--- config.mk ---
export PLATFORM = sky130hd
export DESIGN_NAME = mem_arbiter
export DESIGN_NICKNAME = d
export VERILOG_FILES = /design/src/rtl/mem_arbiter_pkg.sv /design/src/rtl/mem_arb_pick.sv /design/src/rtl/mem_arbiter.sv
export SDC_FILE = /design/constraint.sdc
export NUM_CORES = 1
export LEC_CHECK = 0
export CAP_MARGIN = 5
export CORE_AREA = 10 10 267 269
export DETAILED_ROUTE_END_ITERATION = 16
export DIE_AREA = 0 0 277 279
export GPL_ROUTABILITY_DRIVEN = 0
export PLACE_DENSITY = 0.44
export SYNTH_ARGS = -nofsm -noshare
export SYNTH_HDL_FRONTEND = slang
export SYNTH_SLANG_ARGS = --single-unit
--- constraint.sdc ---
create_clock -name clk -period 1.86 [get_ports clk]
set_input_delay 0.186 -clock clk [delete_from_list [all_inputs] [get_ports clk]]
set_output_delay 0.186 -clock clk [all_outputs]
set_load 0.02 [all_outputs]
--- src/rtl/mem_arbiter_pkg.sv ---
// mem_arbiter_pkg: shared types for the LC-3b memory-port arbiter.
//   lc3b_word       byte address (16 bits)
//   lc3b_line       one pmem transfer / cache line (128 bits)
//   lc3b_arb_state  arbiter FSM state
package mem_arbiter_pkg;

  localparam int LC3B_ADDR_W = 16;
  localparam int LC3B_LINE_W = 128;

  typedef logic [LC3B_ADDR_W-1:0] lc3b_word;
  typedef logic [LC3B_LINE_W-1:0] lc3b_line;

  typedef enum logic [1:0] {
    IDLE,
    SERVE_I,
    SERVE_D,
    RELEASE
  } lc3b_arb_state;

endpackage

--- src/rtl/mem_arb_pick.sv ---
// mem_arb_pick: combinational winner select between the I and D requesters.
//   i_req         in   I requester active
//   d_req         in   D requester active (read or write)
//   last_grant_d  in   previous grant went to D (only with MEM_ARB_RR_EN)
//   pick_d        out  1 = D wins, 0 = I wins (meaningful only if a request is active)
// Build option MEM_ARB_RR_EN: ties alternate based on last_grant_d;
// otherwise D always wins a tie.
module mem_arb_pick (
  input  logic i_req,
  input  logic d_req,
`ifdef MEM_ARB_RR_EN
  input  logic last_grant_d,
`endif
  output logic pick_d
);

  always_comb begin
    pick_d = d_req;
    if (i_req && d_req) begin
`ifdef MEM_ARB_RR_EN
      // Give the tie to whoever did not win last time.
      pick_d = !last_grant_d;
`else
      pick_d = 1'b1;
`endif
    end
  end

endmodule

--- src/rtl/mem_arbiter.sv ---
// mem_arbiter: shares the single pmem port between the LC-3b I-cache and
// D-cache miss interfaces. One requester is served at a time; after every
// transaction the port is released for one cycle so a still-held request
// is not immediately regranted.
//   clk, rst_n                      clock, asynchronous active-low reset
//   i_read, i_address               I read request (level, held until i_resp)
//   i_rdata, i_resp                 I read data / one-cycle completion
//   d_read, d_write, d_address,
//   d_wdata                         D request (level, held until d_resp)
//   d_rdata, d_resp                 D read data / one-cycle completion
//   pmem_read, pmem_write,
//   pmem_address, pmem_wdata        registered memory request
//   pmem_rdata, pmem_resp           memory read data / completion
//   grant_d                         1 while D owns the port
// Build option MEM_ARB_RR_EN: round-robin tie-break (I wins the first tie);
// default build gives every tie to D.
module mem_arbiter
  import mem_arbiter_pkg::*;
#(
  parameter int ADDR_W = LC3B_ADDR_W,
  parameter int LINE_W = LC3B_LINE_W
) (
  input  logic              clk,
  input  logic              rst_n,
  input  logic              i_read,
  input  logic [ADDR_W-1:0] i_address,
  output logic [LINE_W-1:0] i_rdata,
  output logic              i_resp,
  input  logic              d_read,
  input  logic              d_write,
  input  logic [ADDR_W-1:0] d_address,
  input  logic [LINE_W-1:0] d_wdata,
  output logic [LINE_W-1:0] d_rdata,
  output logic              d_resp,
  output logic              pmem_read,
  output logic              pmem_write,
  output logic [ADDR_W-1:0] pmem_address,
  output logic [LINE_W-1:0] pmem_wdata,
  input  logic [LINE_W-1:0] pmem_rdata,
  input  logic              pmem_resp,
  output logic              grant_d
);

  lc3b_arb_state state;
  logic          d_req;
  logic          pick_d;

  assign d_req = d_read | d_write;

`ifdef MEM_ARB_RR_EN
  logic last_grant_d;

  mem_arb_pick u_pick (
    .i_req        (i_read),
    .d_req        (d_req),
    .last_grant_d (last_grant_d),
    .pick_d       (pick_d)
  );
`else
  mem_arb_pick u_pick (
    .i_req  (i_read),
    .d_req  (d_req),
    .pick_d (pick_d)
  );
`endif

  always_ff @(posedge clk or negedge rst_n) begin
    if (!rst_n) begin
      state        <= IDLE;
      pmem_read    <= 1'b0;
      pmem_write   <= 1'b0;
      pmem_address <= '0;
      pmem_wdata   <= '0;
      grant_d      <= 1'b0;
`ifdef MEM_ARB_RR_EN
      last_grant_d <= 1'b1;
`endif
    end else begin
      case (state)
        IDLE: begin
          if (i_read || d_req) begin
            grant_d <= pick_d;
`ifdef MEM_ARB_RR_EN
            last_grant_d <= pick_d;
`endif
            if (pick_d) begin
              state        <= SERVE_D;
              pmem_address <= d_address;
              pmem_wdata   <= d_wdata;
              // A simultaneous read+write is illegal; the write takes it.
              pmem_write   <= d_write;
              pmem_read    <= !d_write;
            end else begin
              state        <= SERVE_I;
              pmem_address <= i_address;
              pmem_wdata   <= '0;
              pmem_write   <= 1'b0;
              pmem_read    <= 1'b1;
            end
          end
        end
        SERVE_I, SERVE_D: begin
          // Request levels are ignored here: a dropped request still completes.
          if (pmem_resp) begin
            state      <= RELEASE;
            pmem_read  <= 1'b0;
            pmem_write <= 1'b0;
            grant_d    <= 1'b0;
          end
        end
        RELEASE: state <= IDLE;
        default: state <= IDLE;
      endcase
    end
  end

  // Completion is a same-cycle passthrough of pmem_resp to the owner only.
  assign i_resp  = (state == SERVE_I) && pmem_resp;
  assign d_resp  = (state == SERVE_D) && pmem_resp;
  assign i_rdata = i_resp ? pmem_rdata : '0;
  assign d_rdata = d_resp ? pmem_rdata : '0;

endmodule
# Word level (Yosys, flattened, before mapping)
# Cells that the tools add are included.
op_classes:
  n_eq_ne: 5
  mux: 18
  bitwise: 1
  reduce_logical: 11
op_table:
  columns: ["op", "count"]
  rows:
  - ["$mux 128", 3]
  - ["$mux 16", 1]
  - ["$mux 1", 7]
  - ["$mux 2", 3]
  - ["$pmux 1 s2", 3]
  - ["$pmux 2 s3", 1]
  - ["$eq 2x2->1 const B", 2]
  - ["$ne 2x2->1 const B", 2]
  - ["$reduce_and 2->1", 2]
  - ["$logic_and 1x1->1", 3]
  - ["$reduce_and 3->1", 1]
  - ["$eq 2x1->1 const B", 1]
  - ["$logic_not 2->1", 1]
  - ["$reduce_bool 2->1", 1]
  - ["$reduce_or 2->1", 1]
  - ["$logic_not 1->1", 1]
  - ["$logic_or 1x1->1", 1]
  - ["$or 1x1->1", 1]
word_totals:
  register_bits: 149
  input_bits: 294
  output_inout_bits: 405
  word_cells: 41

# Longest topological paths before layout
# Gate-level depths: netlist of the first run.
logic_depth:
  ltp_word: 6
  mapped_depth: 7
  mapped_depth_nobuf: 5

# By module
# Synthesis of the first run repeated with hierarchy kept, for this count alone.
unflattened:
  hier_cells: 969
  hier_area_um2: 7917.6
modules_own_cells:
  columns: ["module", "instances", "cells_per_inst", "area_each_um2", "seq_area_each_um2"]
  rows:
  - ["mem_arbiter", 1, 968, 7913.8, 3728.6]
  - ["mem_arb_pick", 1, 1, 3.8, 0.0]

# Least setup slack after synthesis of the first run
# OpenSTA, ideal clock, no wires.
synth_path:
  kind: "register -> register"
  startpoint: "register state[0]"
  endpoint: "register pmem_read"
  setup_time_ns: 0.128
  t_arrival_ns: 1.471
  required_ns: 1.732
  setup_slack_ns: 0.262
  stages_incl_launch_ff: 6
  path_buffers: 0
  synth_period_minus_slack_ns: 1.598
  path_cell_list: "dfrtp_1 inv_1 ha_1 nor2b_1 nor3_2 mux2_1"
synth_between:
  elab_chain_len: 4
  elab_cells_between_ends: 9
  cone_classes: "eq/ne (4); mux (1); reduce/logical (4)"
synth_lines:
  columns: ["item", "line", "source"]
  rows:
  - ["from (decl)", "mem_arbiter.sv:44", "lc3b_arb_state state;"]
  - ["from (signal assigned)", "mem_arbiter.sv:69", "state <= IDLE;"]
  - ["from (signal assigned)", "mem_arbiter.sv:87", "state <= SERVE_D;"]
  - ["from (signal assigned)", "mem_arbiter.sv:94", "state <= SERVE_I;"]
  - ["$eq 2x1->1 or $eq 2x2->1 (tied branches)", "mem_arbiter.sv:79", "case (state)"]
  - ["$reduce_or 2->1", "mem_arbiter.sv:79", null]
  - ["$ne 2x2->1 (no source line) or $reduce_bool 2->1 (tied branches)", null, null]
  - ["$reduce_and 3->1 (no source line)", null, null]
  - ["to (signal assigned)", "mem_arbiter.sv:92", "pmem_read <= !d_write;"]
  - ["to (decl)", "mem_arbiter.sv:35", "output logic pmem_read,"]
# Parallel ways exist; a longest one is shown, timed or not.
# A chain may end at the register's enable or synchronous reset.

# Final worst setup path of the first run
layout_path:
  startpoint: "register state[1]"
  endpoint: "output port i_rdata[76]"
layout_between:
  elab_chain_len: 3
layout_lines:
  columns: ["item", "line", "source"]
  rows:
  - ["$eq 2x1->1", "mem_arbiter.sv:118", "assign i_resp = (state == SERVE_I) && pmem_resp;"]
  - ["$logic_and 1x1->1", "mem_arbiter.sv:118", null]
  - ["$mux 128", "mem_arbiter.sv:120", "assign i_rdata = i_resp ? pmem_rdata : '0;"]
  - ["to (decl)", "mem_arbiter.sv:27", "output logic [LINE_W-1:0] i_rdata,"]
# No other way between the ends.

==> results.yml, run 1 <==
grt:
  grt-ovfl-total: 0
  track_usage: 0.143
  grt_max_degree: 92
  grt_pass1_wl_microns: 78600
  grt_antenna_before_repair: 23
  grt_pass1_vias: 9438
setup_path:
  cp_top_family: "buffers and inverters"
  crit_cells: 6
  cp_slowest_stage_delay_ns: 0.41
  crit_path_frequent_cell: "buf_12"
  start_kind: "flip-flop"
  worst-path-buf-inv: 4
  critPathKind: "flip-flop to primary output"
  cp.required_ns: 1.67
  crit_chain: "inv_2 > ha_4 > buf_12 > buf_12 > and3_2 > buf_12"
  timing.critical_path.to_type: "primary output"
  path_max_fanout: 16
  cpMaxStageDelayCell: "dfrtp_1"
  reg2reg_depth: 7
  cp_data_arrival_time_ns: 1.90
clocking:
  path_clk_slew_ns: 0.07
  clk_path_buf_depth: 2
  clock_sinks: 149
  htreeDepth: 4
  cts_tree: "done"
  clkLatencyLatePin_ns: 0.45
  cts_root_buf: "clkbuf_16"
  cts_made_buffers: 17
placed_design:
  dp_hpwl_microns: 48300
  io_buffers: 698
  placed_area_sq_um: 16000
  placed_cells: 2225
  place_ws_ns: -0.0741
detailed_routing:
  drt_iter0_drc: 358
  finalWirelength_microns: 60200
  via_per_inst: 3.91
  wl_per_cell_microns: 26.2
  drcViolationCount: 0
  drtAntennaViolNets: 0
  vias: 8966
  drtPass1Iterations: 4
sta:
  drv_slew: 0
  tightest_slew_ns: 0.579
  skew_ns: 0.00877
  final.min_clock_period_ns: 2.09
  rsz0062_at_grt: "yes"
  hold_viol: 0
  clock.fmax_mhz: 479
  setup_viol: 249
  maxSlewHeadroom: 0.614
  period_share: 1.12
  setup_slack_ns: -0.228
  hold_ws_ns: 0.264
pwr:
  power_leakage_nw: 8.00
  ir_drop_mv: 0.705
  power.density_nw_per_um2: 1460
cells_and_area:
  layout.nets: 1707
  synthToLayoutAreaGrowth_pct: 134
  finalCoreUtilization: 0.263
  instances_no_fill: 2296
  drive_above_1_share: 0.330
  fill_cells: 6942
  design_area_sq_um: 17300
yosys:
  syn_nets: 997
  async_flop_share: 1.00
  synth_edf_count: 0
  netlist_instances: 699
  avgSynthCellArea_sq_um: 10.6
  ys_seq_area_frac: 0.504
  synth.distinct_cells: 23
  synthFlopType: "dfrtp_1"
  ys_warn_count: 0
  ys_seq_elements: 149
  synthesis.area_sq_um: 7390
run_status:
  status: "complete, but fails checks"
  violations: "setup timing"
floorplanning:
  num_io_pins: 699
  die_y_microns: 279
  fp.coreArea_sq_um: 65600
  die_width_microns: 277
  start_util: 0.113
  die_area_sq_um: 77300
  std_cell_rows: 94
hold_path:
  min_path_type: "primary input to asynchronous set/reset pin"
flow_run:
  maxCapViolations: 0
[placed cells by master, fill, tap and decap left out, types with 7 or more instances in the layout]
cell	count
mux2i_1	18
o21ai_1	16
and3_4	81
clkbuf_2	47
buf_12	53
buf_4	91
a22o_1	128
and3_1	174
inv_6	7
clkdlybuf4s50_1	438
buf_6	107
dfrtp_1	149
nand2_1	16
buf_2	19
clkbuf_16	24
diode_2	11
[registers in the layout (all words and copies together) (netlist names)]
name	count
grant_d	1
pmem_address	16
pmem_read	1
pmem_wdata	128
pmem_write	1
state	2
[final timing paths]
path | startpoint | endpoint | slack, ns
worst max-delay path | state[1] | i_rdata[76] | -0.23
worst min-delay path | rst_n | pmem_wdata[29] | 0.26
worst max register to register | state[1] | pmem_write | 0.08
worst min register to register | pmem_address[7] | pmem_address[7] | 0.49
max in group asynchronous | rst_n | pmem_wdata[94] | 0.95
min in group clk | pmem_resp | state[0] | 0.29
[metal layers]
layer / vias to the layer above / wire length [microns] / part of all wire / GRT usage
li1: 4041 / - / - / -
met1: 4329 / 21600 / 0.36 / 0.143
met2: 522 / 30900 / 0.51 / 0.252
met3: 70 / 5270 / 0.088 / 0.0626
met4: 4 / 2450 / 0.041 / 0.0679
met5: - / 27 / 0.00045 / 0
[through the flow]
step	setup TNS (ns)	power [W]
floorplan	0	0.0122
global placement	-3.13	0.0200
detailed placement	-3.14	0.0201
CTS	-46.21	0.0241
global route	-49.06	0.0266
finish	-25.89	0.0252
[layout make-up]
| cell class | instances | area [sq um] | area share |
|---|---|---|---|
| multi-input combinational | 457 | 3720 | 0.215 |
| clock buffer | 17 | 425 | 0.0246 |
| tap | 864 | 1080 | 0.0626 |
| clock inverter | 14 | 158 | 0.00913 |
| inverter | 3 | 11.3 | 0.000652 |
| timing repair buffer | 781 | 8130 | 0.470 |
| sequential | 149 | 3730 | 0.216 |
| antenna | 11 | 27.5 | 0.00159 |
[worst register-to-register path, cell delays in order, from the launching register on]
cell,delay (ns)
dfrtp_1,0.39
inv_2,0.07
buf_4,0.15
ha_4,0.26
buf_6,0.09
nor2_1,0.05
nor3_2,0.29
mux2_1,0.36
[report_power, final]
group / switching (W) / total, W / internal, W
Clock: 0.00161 / 0.00352 / 0.00191
Sequential: 0.000895 / 0.00562 / 0.00473
Combinational: 0.00802 / 0.0161 / 0.00806
[synthesized netlist by cell type, types with 3 or more instances]
master | number | area share
mux2_1 | 3 | 0.0046
dfrtp_1 | 149 | 0.50
mux2i_1 | 18 | 0.024
nand2_1 | 16 | 0.0081
clkbuf_1 | 62 | 0.031
and3_1 | 256 | 0.22
buf_2 | 16 | 0.011
o21ai_1 | 16 | 0.011
inv_1 | 3 | 0.0015
ha_1 | 4 | 0.0068
buf_4 | 12 | 0.012
nor2_1 | 4 | 0.0020
a22o_1 | 128 | 0.15
[cell families (layout without fill, tap and decap cells)]
| family | Yosys count | in the layout | synth area share |
|---|---|---|---|
| AOI/OAI and AO/OA | 148 | 148 | 0.168 |
| buffers and inverters | 93 | 815 | 0.0560 |
| muxes | 21 | 21 | 0.0289 |
| and+or+nand+nor | 284 | 284 | 0.236 |
| adders and majority gates | 4 | 4 | 0.00677 |
| other | 0 | 11 | 0 |
| DFF | 149 | 149 | 0.504 |
[timing repair]
item / in CTS / in global routing
resized for setup: 622 / 600
endpoints found under the setup margin: 258 / 273
buffers inserted: 3 / 12
gates cloned: 5 / 9
endpoints found under the hold margin: 49 / 0
pin swaps: 0 / 2
hold buffers: 1 / 0
(Power assumes the default switching activity.)
==> inputs of run 2 (changes only) <==
--- a/config.mk
+++ b/config.mk
@@ -10,6 +10,7 @@
 export DETAILED_ROUTE_END_ITERATION = 16
 export DIE_AREA = 0 0 277 279
 export GPL_ROUTABILITY_DRIVEN = 0
+export GPL_TIMING_DRIVEN = 0
 export PLACE_DENSITY = 0.44
 export SYNTH_ARGS = -nofsm -noshare
 export SYNTH_HDL_FRONTEND = slang
==> results.yml, run 2 (synthesis gave the netlist of run 1 again) <==
placed_design:
  placed_area_sq_um: 15500
  dp_hpwl_microns: 54700
  io_buffers: 696
clocking:
  htreeDepth: 4
  cts_made_buffers: 17
  cts_root_buf: "clkbuf_16"
  cts_tree: "done"
  clkLatencyLatePin_ns: 0.44
  clock_sinks: 149
  clk_path_buf_depth: 2
  path_clk_slew_ns: 0.08
cells_and_area:
  design_area_sq_um: 17900
  layout.nets: 1746
  drive_above_1_share: 0.379
  largest_reg_flops: 128
  fill_cells: 6847
  finalCoreUtilization: 0.273
  largest-register: "pmem_wdata"
  regArea_sq_um: 3730
  final_cell_mix: "clkdlybuf4s50_1 (437), buf_6 (188), dfrtp_1 (149)"
  top_regs: "pmem_wdata: 128 flops, pmem_address: 16 flops, state: 2 flops"
  multiInputGateArea_sq_um: 4060
  synthToLayoutAreaGrowth_pct: 142
  final_common_cell: "clkdlybuf4s50_1"
sta:
  skew_ns: 0.0160
  setup_slack_ns: -0.208
  drv_slew: 0
  setup_viol: 248
  tightest_slew_ns: 0.730
  maxSlewHeadroom: 0.514
  final.min_clock_period_ns: 2.07
  period_share: 1.11
  hold_viol: 0
  rsz0062_at_grt: "yes"
  clock.fmax_mhz: 483
grt:
  grt_antenna_before_repair: 22
  grt_max_degree: 88
  grt_pass1_vias: 10200
  track_usage: 0.156
  grt-ovfl-total: 0
  grt_pass1_wl_microns: 85700
flow_run:
  maxCapViolations: 0
floorplanning:
  start_util: 0.113
  num_io_pins: 699
  die_area_sq_um: 77300
  die_width_microns: 277
  fp.coreArea_sq_um: 65600
  die_y_microns: 279
  std_cell_rows: 94
detailed_routing:
  wl_per_cell_microns: 27.9
  drtAntennaViolNets: 0
  vias: 9284
  finalWirelength_microns: 65000
  via_per_inst: 3.98
  drcViolationCount: 0
  drtPass1Iterations: 4
  drt_iter0_drc: 364
run_status:
  violations: "setup timing"
  status: "complete, but fails checks"
setup_path:
  timing.critical_path.to_type: "primary output"
  cp.required_ns: 1.67
  start_kind: "flip-flop"
  path_max_fanout: 10
  cp_data_arrival_time_ns: 1.88
  critPathKind: "flip-flop to primary output"
  r2r_slack_ns: -0.03
pwr:
  ir_drop_mv: 0.764
  power.density_nw_per_um2: 1470
  power_leakage_nw: 8.01
hold_path:
  min_path_type: "primary input to flip-flop"
==> run 2: cell count changes in the layout (fill, tap and decap cells not counted), sizes merged <==
cell / previous run / this run
diode: 11 / 10
buf: 278 / 306
clkdlybuf4s50: 438 / 437
bufinv: 1 / 0
clkdlybuf4s18: 2 / 0
clkinv: 2 / 7
clkbuf: 75 / 84
inv: 14 / 11
clkdlybuf4s15: 4 / 9
==> run 2: timing repair <==
item | in CTS | in global routing
endpoints found under the setup margin | 392 | 397
pin swaps | 1 | 3
setup buffers | 5 | 13
cloned | 5 | 10
hold endpoints to repair | 62 | 0
hold buffers | 1 | 0
resized for setup | 1490 | 339
==> run 2: cell type report <==
| cell class | instances | area share |
|---|---|---|
| Timing Repair Buffer | 730 | 0.420 |
| Multi-Input combinational cell | 457 | 0.226 |
| Sequential cell | 149 | 0.208 |
| Tap cell | 864 | 0.0603 |
| Buffer | 90 | 0.0492 |
| Clock buffer | 17 | 0.0237 |
| Clock inverter | 15 | 0.00985 |
| Antenna cell | 10 | 0.00140 |
| Inverter | 3 | 0.000629 |
==> run 2: power breakdown <==
group / total (W) / internal [W] / leakage (nW) / switching, W
Sequential: 0.00562 / 0.00472 / 1.88 / 0.000896
Clock: 0.00359 / 0.00182 / 0.295 / 0.00176
Combinational: 0.0172 / 0.00872 / 5.84 / 0.00844
==> run 2: critical path: stages (launching register included) <==
cell       delay, ns
dfrtp_1         0.42
inv_2           0.11
ha_4            0.22
clkbuf_16       0.19
clkbuf_8        0.16
and3_1          0.17
buf_6           0.16
==> run 2: final timing paths <==
path                            startpoint         endpoint  depth (start not counted)
hold / removal                     d_write        pmem_read                          3
min in group asynchronous            rst_n   pmem_wdata[29]                          2
hold reg to reg            pmem_address[6]  pmem_address[6]                          2
setup reg to reg                  state[0]        pmem_read                          8
setup / recovery                  state[1]      i_rdata[88]                          6
max in group asynchronous            rst_n  pmem_wdata[117]                          3
==> run 2: per-layer routing <==
layer / track usage / up-vias / routed length, microns
li1: - / 4118 / -
met1: 0.149 / 4553 / 22000
met2: 0.292 / 518 / 34400
met3: 0.0607 / 87 / 5650
met4: 0.0661 / 8 / 2950
met5: 0 / - / 51
==> run 2: per-stage QoR <==
step,setup slack [ns],hold WS [ns],total power (W),setup TNS (ns),cells
3_5_place_dp,-1.39,0.182,0.0199,-308.17,2260
4_1_cts,-0.262,0.157,0.0251,-63.37,2303
2_1_floorplan,0.262,-0.110,0.0122,0,699
5_1_grt,-0.288,0.185,0.0278,-60.28,2331
6_report,-0.208,0.193,0.0264,-30.44,2335
3_3_place_gp,-6.07,0.470,0.0199,-1192.58,2259
==> inputs of run 3 (changes only) <==
--- a/config.mk
+++ b/config.mk
@@ -12,6 +12,7 @@
 export GPL_ROUTABILITY_DRIVEN = 0
 export GPL_TIMING_DRIVEN = 0
 export PLACE_DENSITY = 0.44
+export REMOVE_ABC_BUFFERS = 1
 export SYNTH_ARGS = -nofsm -noshare
 export SYNTH_HDL_FRONTEND = slang
 export SYNTH_SLANG_ARGS = --single-unit
==> results.yml, run 3 (synthesis gave the netlist of run 1 again) <==
cells_and_area:
  layout.nets: 1766
  regArea_sq_um: 3730
  final_cell_mix: "clkdlybuf4s50_1 (438), buf_6 (215), and3_1 (172)"
  design_area_sq_um: 18700
  fill_cells: 6766
  instances_no_fill: 2349
  final_common_cell: "clkdlybuf4s50_1"
  largest_reg_flops: 128
  drive_above_1_share: 0.355
  largest-register: "pmem_wdata"
  top_regs: "pmem_wdata: 128 flops, pmem_address: 16 flops, state: 2 flops"
  multiInputGateArea_sq_um: 3710
  synthToLayoutAreaGrowth_pct: 153
sta:
  hold_ws_ns: 0.272
  final.min_clock_period_ns: 2.12
  setup_slack_ns: -0.258
  maxSlewHeadroom: 0.663
  clock.fmax_mhz: 472
  setup_viol: 274
  setup-tns-final_ns: -42.74
  tightest_slew_ns: 0.506
  rsz0062_at_grt: "yes"
  skew_ns: 0.0143
  hold_viol: 0
  drv_slew: 0
  period_share: 1.14
setup_path:
  timing.critical_path.to_type: "primary output"
  worst-path-buf-inv: 5
  cp.required_ns: 1.67
  cpMaxStageDelayCell: "dfrtp_1"
  path_max_fanout: 8
  cp_slowest_stage_delay_ns: 0.41
  critPathKind: "flip-flop to primary output"
  crit_chain: "inv_2 > ha_4 > buf_12 > buf_12 > clkbuf_16 > and3_4 > buf_6"
  start_kind: "flip-flop"
  crit_path_frequent_cell: "buf_12"
  cp_top_family: "buffers and inverters"
  cp_data_arrival_time_ns: 1.93
floorplanning:
  start_util: 0.113
  die_width_microns: 277
  num_io_pins: 699
  fp.coreArea_sq_um: 65600
  die_area_sq_um: 77300
  std_cell_rows: 94
  die_y_microns: 279
clocking:
  cts_tree: "done"
  clkLatencyLatePin_ns: 0.44
  path_clk_slew_ns: 0.09
  clock_sinks: 149
  htreeDepth: 4
  clk_path_buf_depth: 2
  cts_root_buf: "clkbuf_16"
  cts_made_buffers: 17
detailed_routing:
  drcViolationCount: 0
  drt_iter0_drc: 400
  wl_per_cell_microns: 28.0
  vias: 9480
  finalWirelength_microns: 65700
  drtPass1Iterations: 4
  via_per_inst: 4.04
  drtAntennaViolNets: 0
pwr:
  p_clk_frac: 0.127
  p_seq_frac: 0.191
  net-switching-power_w: 0.0119
  p_sw_frac: 0.405
  comb_power_share: 0.682
  p_int_w: 0.0174
  power.density_nw_per_um2: 1570
  ir_drop_mv: 0.798
  power_leakage_nw: 8.67
placed_design:
  dp_hpwl_microns: 45600
  io_buffers: 698
  placed_cells: 2188
  placed_area_sq_um: 15400
grt:
  grt_antenna_before_repair: 29
  grt_pass1_vias: 9513
  track_usage: 0.143
  grt_pass1_wl_microns: 80000
  grt-ovfl-total: 0
  grt_max_degree: 145
run_status:
  violations: "setup timing"
  status: "complete, but fails checks"
flow_run:
  maxCapViolations: 0
hold_path:
  min_path_type: "primary input to asynchronous set/reset pin"
run 3: changes by cell type in the layout (fill, tap and decap cells not counted), moves of 12 or more:
cell / delta
and3_1: +64
clkbuf_16: +14
and3_4: -64
buf_6: +27
clkbuf_1: -23
buf_8: -12
buf_12: +21
buf_16: +22
run 3: area by class of cell:
type	instances	share of cell area
Antenna cell	5	0.000668
Clock buffer	17	0.0227
Clock inverter	14	0.00976
Inverter	3	0.000602
Multi-Input combinational cell	457	0.198
Sequential cell	149	0.199
Tap cell	864	0.0578
Timing Repair Buffer	840	0.511
run 3: through the flow:
stage	worst slack [ns]	power [W]	util
after floorplan	-1.79	0.0118	-
after global placement	-5.92	0.0176	0.229
after detailed placement	-1.12	0.0195	0.235
after CTS	-0.380	0.0254	0.251
after global routing	-0.329	0.0307	0.285
final	-0.258	0.0293	0.285
run 3: repair_timing:
| action | CTS | global route |
|---|---|---|
| resized for setup | 908 | 756 |
| pin swaps | 5 | 22 |
| setup endpoints to repair | 392 | 362 |
| setup buffers | 29 | 45 |
| gates cloned | 15 | 38 |
| hold buffers | 1 | 0 |
| hold endpoints to repair | 61 | 0 |
run 3: path summary, 6_finish.rpt:
check / cells after the start / from / end / slack (ns)
worst max-delay path: 7 / state[1] / i_rdata[107] / -0.26
worst min-delay path: 2 / rst_n / pmem_wdata[60] / 0.27
worst max register to register: 10 / state[1] / pmem_wdata[120] / -0.08
worst min register to register: 2 / pmem_address[1] / pmem_address[1] / 0.49
max in group asynchronous: 3 / rst_n / pmem_wdata[118] / 0.75
min in group clk: 2 / d_wdata[16] / pmem_wdata[16] / 0.34
run 3: power by group through the flow:
stage | combinational (W) | sequential, W | clock [W]
6_report | 0.0200 | 0.00559 | 0.00374
5_1_grt | 0.0210 | 0.00577 | 0.00402
4_1_cts | 0.0159 | 0.00559 | 0.00388
3_5_place_dp | 0.0139 | 0.00558 | 0
3_3_place_gp | 0.0121 | 0.00556 | 0
2_1_floorplan | 0.00454 | 0.00725 | 0
run 3: per-layer routing:
layer | part of all wire | GRT usage | wire (microns)
met3 | 0.092 | 0.0606 | 6030
met1 | 0.37 | 0.157 | 24600
met5 | 0.0013 | 0 | 86
met2 | 0.51 | 0.255 | 33200
met4 | 0.026 | 0.0276 | 1720
